## config.mk

```make
export PLATFORM = sky130hd
export DESIGN_NAME = counter_seq_ctrl
export DESIGN_NICKNAME = d
export VERILOG_FILES = /design/src/rtl/counter_seq_ctrl.sv
export SDC_FILE = /design/constraint.sdc
export NUM_CORES = 1
export LEC_CHECK = 0
export BUFFER_PORTS_ARGS = -buffer_cell sky130_fd_sc_hd__buf_2
export CAP_MARGIN = 20
export CORE_MARGIN = 2
export CORE_UTILIZATION = 30
export CTS_CLUSTER_SIZE = 14
export DETAILED_ROUTE_END_ITERATION = 8
export SKIP_LAST_GASP = 1
export SYNTH_ARGS = -nofsm -noshare
export SYNTH_HDL_FRONTEND = slang
export SYNTH_SLANG_ARGS = --single-unit
```

## constraint.sdc

```tcl
create_clock -name clk -period 1.45 [get_ports clk]
set_input_delay 0.0725 -clock clk [delete_from_list [all_inputs] [get_ports clk]]
set_output_delay 0.0725 -clock clk [all_outputs]
set_load 0.02 [all_outputs]
```

## src/rtl/counter_seq_ctrl.sv

```systemverilog
// Sequencing controller for a synchronous JK-flip-flop counter bank: optional
// parallel load followed by N up/down steps, with wrap detection and abort.
module counter_seq_ctrl #(
   parameter int unsigned WIDTH = 2,
   parameter int unsigned LEN_W = 8
) (
   input  logic             clk,
   input  logic             clear,
   input  logic             cmd_valid,
   output logic             cmd_ready,
   input  logic             cmd_dir,
   input  logic [LEN_W-1:0] cmd_len,
   input  logic             cmd_load,
   input  logic [WIDTH-1:0] cmd_load_val,
   input  logic             abort,
   input  logic [WIDTH-1:0] q,
   output logic [WIDTH-1:0] j,
   output logic [WIDTH-1:0] k,
   output logic             busy,
   output logic             wrap,
   output logic             done,
   output logic             aborted
);

   typedef enum logic [1:0] {
      S_IDLE = 2'd0,
      S_LOAD = 2'd1,
      S_RUN  = 2'd2,
      S_DONE = 2'd3
   } state_t;

   state_t             r_state;
   logic               r_dir;
   logic [WIDTH-1:0]   r_load_val;
   logic [LEN_W-1:0]   r_rem;
   logic               r_aborted;

   logic [WIDTH-1:0]   w_tog;
   logic               w_up_acc;
   logic               w_dn_acc;

   // Command sequencing; abort freezes rem and forces a qualified DONE
   always_ff @(posedge clk or negedge clear) begin
      if (!clear) begin
         r_state    <= S_IDLE;
         r_dir      <= 1'b0;
         r_load_val <= '0;
         r_rem      <= '0;
         r_aborted  <= 1'b0;
      end else begin
         case (r_state)
            S_IDLE: begin
               if (cmd_valid) begin
                  r_dir      <= cmd_dir;
                  r_load_val <= cmd_load_val;
                  r_rem      <= cmd_len;
                  if (cmd_load)
                     r_state <= S_LOAD;
                  else if (cmd_len != '0)
                     r_state <= S_RUN;
                  else
                     r_state <= S_DONE;
               end
            end
            S_LOAD: begin
               if (abort) begin
                  r_aborted <= 1'b1;
                  r_state   <= S_DONE;
               end else if (r_rem != '0) begin
                  r_state <= S_RUN;
               end else begin
                  r_state <= S_DONE;
               end
            end
            S_RUN: begin
               if (abort) begin
                  r_aborted <= 1'b1;
                  r_state   <= S_DONE;
               end else begin
                  r_rem <= r_rem - LEN_W'(1);
                  if (r_rem == LEN_W'(1))
                     r_state <= S_DONE;
               end
            end
            S_DONE: begin
               r_aborted <= 1'b0;
               r_state   <= S_IDLE;
            end
            default: r_state <= S_IDLE;
         endcase
      end
   end

   // Ripple of the AND-of-lower-stages terms; final accumulators give all-ones / all-zeros
   always_comb begin
      w_tog    = '0;
      w_up_acc = 1'b1;
      w_dn_acc = 1'b1;
      for (int i = 0; i < int'(WIDTH); i++) begin
         w_tog[i] = r_dir ? w_up_acc : w_dn_acc;
         w_up_acc = w_up_acc & q[i];
         w_dn_acc = w_dn_acc & ~q[i];
      end
   end

   // J/K drive: load forces set/reset per stage, run toggles, abort gates everything
   always_comb begin
      j    = '0;
      k    = '0;
      wrap = 1'b0;
      if (!abort) begin
         case (r_state)
            S_LOAD: begin
               j = r_load_val;
               k = ~r_load_val;
            end
            S_RUN: begin
               j    = w_tog;
               k    = w_tog;
               wrap = r_dir ? w_up_acc : w_dn_acc;
            end
            default: ;
         endcase
      end
   end

   assign cmd_ready = (r_state == S_IDLE);
   assign busy      = (r_state != S_IDLE);
   assign done      = (r_state == S_DONE);
   assign aborted   = (r_state == S_DONE) & r_aborted;

endmodule

```

**Yosys cells after proc, flatten, opt, wreduce, memory -nomap -nowiden**

Cells that the tools add are included.

- Register bits after elaboration: 14
- Bits of input ports: 18
- Output and inout bits: 9
- Logic and storage cells: 52

- Add/subtract/negate cells: 1
- Equality and inequality tests: 8
- Multiplexer cells: 21
- Bitwise operators: 6
- Reductions and logical operators: 11

Operators with widths:

| kind | number |
|---|---|
| 8-bit 2-to-1 mux | 2 |
| 8-bit one-hot mux with 2 select lines | 1 |
| 8-bit nonzero test | 2 |
| 2-bit 2-to-1 mux | 6 |
| 8-bit by 1-bit == test with 1-bit output (second input constant) | 1 |
| 1-bit 2-to-1 mux | 8 |
| 2-bit one-hot mux with 2 select lines | 2 |
| 2-bit one-hot mux with 4 select lines | 1 |
| 8-bit by 1-bit subtractor with 8-bit output (second input constant) | 1 |
| 2-bit AND reduction | 3 |
| 2-bit nonzero test | 3 |
| 2-bit == test (second input constant) | 2 |
| 2-bit != test (second input constant) | 2 |
| 1-bit AND | 3 |
| 3-bit != test (second input constant) | 1 |
| 3-bit AND reduction | 1 |
| 2-bit by 1-bit == test with 1-bit output (second input constant) | 1 |
| 2-bit zero test | 1 |
| 2-bit by 1-bit != test with 1-bit output (second input constant) | 1 |
| 1-bit inverter | 2 |
| 2-bit inverter | 1 |
| 1-bit one-hot mux with 2 select lines | 1 |
| 2-bit OR reduction | 1 |

**Longest topological paths before layout**

- Depth after elaboration: 5
- Depth in mapped cells: 8
- Gate-level depth less buffers: 6

**Least setup slack after synthesis**

OpenSTA, ideal clock, no wires.

- Path type: register to register
- Start point: register r_state[0]
- End point: register r_rem[7]
- Setup time: 121 ps
- Arrival time: 1589 ps
- Data required time: 1329 ps
- Setup slack: -260 ps
- Cell stages (with the launch flop): 8
- Buffers on the path: 1
- Clock period less this slack: 1710 ps
- Path through: dfrtp_1 -> inv_1 -> ha_1 -> and2b_1 -> a21o_1 -> buf_2 -> a21oi_1 -> o22a_1

- Word-level cells in the longest chain between the ends: 3
- Elaborated cells on any way between the ends: 7
- Those cells by class: 3 x eq/ne; 1 x mux; 3 x reduce/logical

Ends and longest elaborated chain:

| item | line | text |
|---|---|---|
| from (decl) | 32 | `state_t r_state;` |
| from (signal assigned) | 45 | `r_state <= S_IDLE;` |
| from (signal assigned) | 58 | `r_state <= S_LOAD;` |
| from (signal assigned) | 60 | `r_state <= S_RUN;` |
| 2-bit zero test * | - |  |
| net cmd_ready | 10 | `output logic cmd_ready,` |
| 2-bit != test (no source line) or 2-bit nonzero test (tied branches) | - |  |
| 3-bit AND reduction (no source line) | - |  |
| to (signal assigned) | 56 | `r_rem <= cmd_len;` |
| to (signal assigned) | 80 | `r_rem <= r_rem - LEN_W'(1);` |
| to (decl) | 35 | `logic [LEN_W-1:0] r_rem;` |

The timed path passes the listed nets; every way through them passes the cells marked *.
A chain may end at the register's enable or synchronous reset.

**Worst setup path in the final report**

- Start point: register r_rem[1]
- End point: register r_rem[6]

- Word-level cells in the longest chain between the ends: 3

Ends and longest elaborated chain:

| item | line | text |
|---|---|---|
| 8-bit by 1-bit subtractor with 8-bit output | 80 |  |
| 8-bit 2-to-1 mux | 76 | `if (abort) begin` |
| 8-bit one-hot mux with 2 select lines | 51 | `case (r_state)` |

No other way between the ends. The select of a mux whose other input is x is not followed.

==> impl_results.md <==
- Status: finished with violations
- Failing checks: setup timing
- Synth Register Bits: 14
- Die X: between 60 and 70 µm
- Layout cell share with drive strength beyond 1: roughly 64%
- GP Congestion: just under 0.8
- CTS Buffer Depth: 2
- Post-synth EDFFs: 0
- # fillers: 287
- Nets: roughly 200
- WL/cell: between 10 and 15 µm
- Setup TNS: -939 ps
- Final min period: ~1600 ps
- Compound-Gate Fraction of Synth Area: 23.1%
- Syn_area_per_cell: ~8.7 µm²
- Max-Cap Viols: 0
- Die Y: 62.2 µm
- Final period util: 110%
- Setup-failing EPs final: 14
- Post-synth top flop: dfrtp_1
- Clock Sink Count: 14
- Row count: 21
- Final Worst Setup Slack: -140 ps
- Vias per cell: 4.98
- Die ar.: between 3000 and 4000 µm²
- Clock Latency Late Sink: approximately 290 ps
- Inserted Clock Buffers: 3
- Post-synthesis net count: around 140
- Total GRT Usage: approximately 16%
- Io pins: 27
- Area share of the largest cell type after synthesis: between 30% and 40%
- WP data required: about 1600 ps
- Final antenna-violating net count: 0
- Synth Area in XOR/XNOR: less than 1%
- Dpl cell area: about 1400 µm²
- Combinational family with the most area after synthesis: compound AO/OA/AOI/OAI gates
- Worst Tran Pin Value: 347 ps
- Vias: about 1100
- Synth Warn #: 0
- Final Skew: approximately 13 ps
- Vias in the first global route: between 1000 and 1500
- Worst hold margin: around 19 ps
- CTS clk-pin slew, worst paths: about 100 ps
- Final Slew Violations: 0
- FMAX: between 600 and 700 MHz
- CORE AREA: around 3300 µm²
- DR iter-0 viols: 41
- Crit Path Max Fanout: 2
- Final Instance Area: roughly 1800 µm²
- CTS tree: built
- DP HPWL: around 2100 µm
- Area of the multi-input gates: between 800 and 900 µm²
- Top post-synthesis cells by area: dfrtp_1 (35%), ha_1 (8.6%), a21oi_1 (6.4%)
- Design Power: ~4.3 mW
- Initial Utilization: 30.9%
- Synth Area in Adders: about 8.6%
- Largest net degree at the start of global routing: 23
- Unrepaired setup endpoints after global routing: true
- Worst setup path class: reg2reg
- Grt ovf: 0
- DRT Pass-1 Iters: 4
- Clock root cell: clkbuf_4
- IR drop worst, VDD: approximately 1.2 mV
- Mapped Cells: ~120
- Pre-CTS WS: -136 ps
- Post-Route WL: 3110 µm
- DRC violations left: 0
- LEAKAGE: between 0.7 and 0.8 nW
- Final-report hold violation count: 0
- Leading area contributor after synthesis: dfrtp_1
- Area growth from synthesis to layout: 78.5%
- Most frequent cell after synthesis: dfrtp_1
- Sequential cell area: about 350 µm²
- CP endpoint kind: flop
- Critical path data arrival time: 1780 ps
- Worst Hold Class: in2reg
- Mux cell area share after synthesis: under 10%
- Post-synthesis sequential area ratio: between 30 and 40%
- Unique masters post-synth: 38
- Number of H-tree levels: 1
- Pwr dens: 2370 nW/µm²
- Cell area after synthesis: 1010 µm²
- First-pass GRT wire length: 4970 µm
- Antenna violations before repair: 0
- Synth Area in Simple Gates: a little over a fifth
- Relative slew slack: between 70% and 80%
- Commonest cells in the synthesized netlist: dfrtp_1 (14), a21oi_1 (13), nand2_1 (9)
- I/O Buffers: 26
- Antenna cell count: 0
- FFs w/ async S/R, synth: 100%
- Startpoint types: flop
[layout make-up]
class	instances	share of cell area (%)
well taps	46	3.18
repair buffers	63	27.1
flip-flops and latches	14	19.4
clock buffers	4	2.00
inverters	8	1.66
multi-input cells	90	46.6
[worst paths after layout]
path / start / endpoint / slack (ps) / cells past startpoint
worst max-delay path: r_rem[1] / r_rem[6] / -140 / 6
worst min-delay path: cmd_dir / r_dir / 20 / 2
worst max register to register: r_rem[1] / r_rem[6] / -140 / 6
worst min register to register: r_rem[6] / r_rem[6] / 550 / 2
max in group asynchronous: clear / r_rem[2] / 980 / 2
min in group asynchronous: clear / r_rem[5] / 200 / 2
[registers in the layout (all words and copies together) (netlist names)]
register	count
r_rem	8
r_load_val	2
r_state	2
r_dir	1
r_aborted	1
[what timing repair did]
item                                    CTS  global route
endpoints found under the setup margin   18            18
hold endpoints to repair                 14             0
resized for setup                        38            24
setup buffers                             6             5
hold buffers                              1             0
pin swaps                                 9             6
[critical path, cell delays in order (launching register included)]
cell and delay [ps]:
dfrtp_1 410, inv_2 70, ha_2 180, or3b_4 390, o31a_1 250, o21ai_1 120, o21ai_1 70
[per-layer routing]
metal	vias up	global-route usage (%)	wire (µm)
met1	537	17.4	1220
met4	0	3.89	36
met3	6	4.71	148
met5	-	0	0
met2	33	29.9	1710
li1	544	-	-
[stage by stage]
stage	util, %	std cells
2_1_floorplan	-	116
5_1_grt	55.2	225
3_3_place_gp	43.5	209
6_report	55.2	225
3_5_place_dp	43.5	209
4_1_cts	51.2	220
[cell usage in the layout, fill, tap and decap left out, types with 4 or more instances in the layout]
cell      synthesis  layout
a21oi_2           2       9
o21ai_1           5       5
inv_1             8       4
buf_6             0      13
nand2_1           9       7
o21ai_0           5       5
a21oi_1          13       4
ha_4              0       5
nor2_1            5       4
inv_2             0       4
dfrtp_1          14      13
buf_4             0      30
nand2b_4          1       4
buf_2             2      18
[report_power, final]
part	internal (mW)	total (mW)	switching (mW)
Combinational	1.69	3.19	1.50
Sequential	0.598	0.815	0.217
Clock	0.153	0.295	0.142
[kinds of logic (layout without fill, tap and decap cells)]
kind of cell    Yosys count  after routing
xor+xnor                  1              1
fa+ha+maj                 7              7
buf+inv                  12             75
flops                    14             14
compound gates           37             37
simple gates             39             39
mux                       6              6
Power figures use the tool's default switching activity.
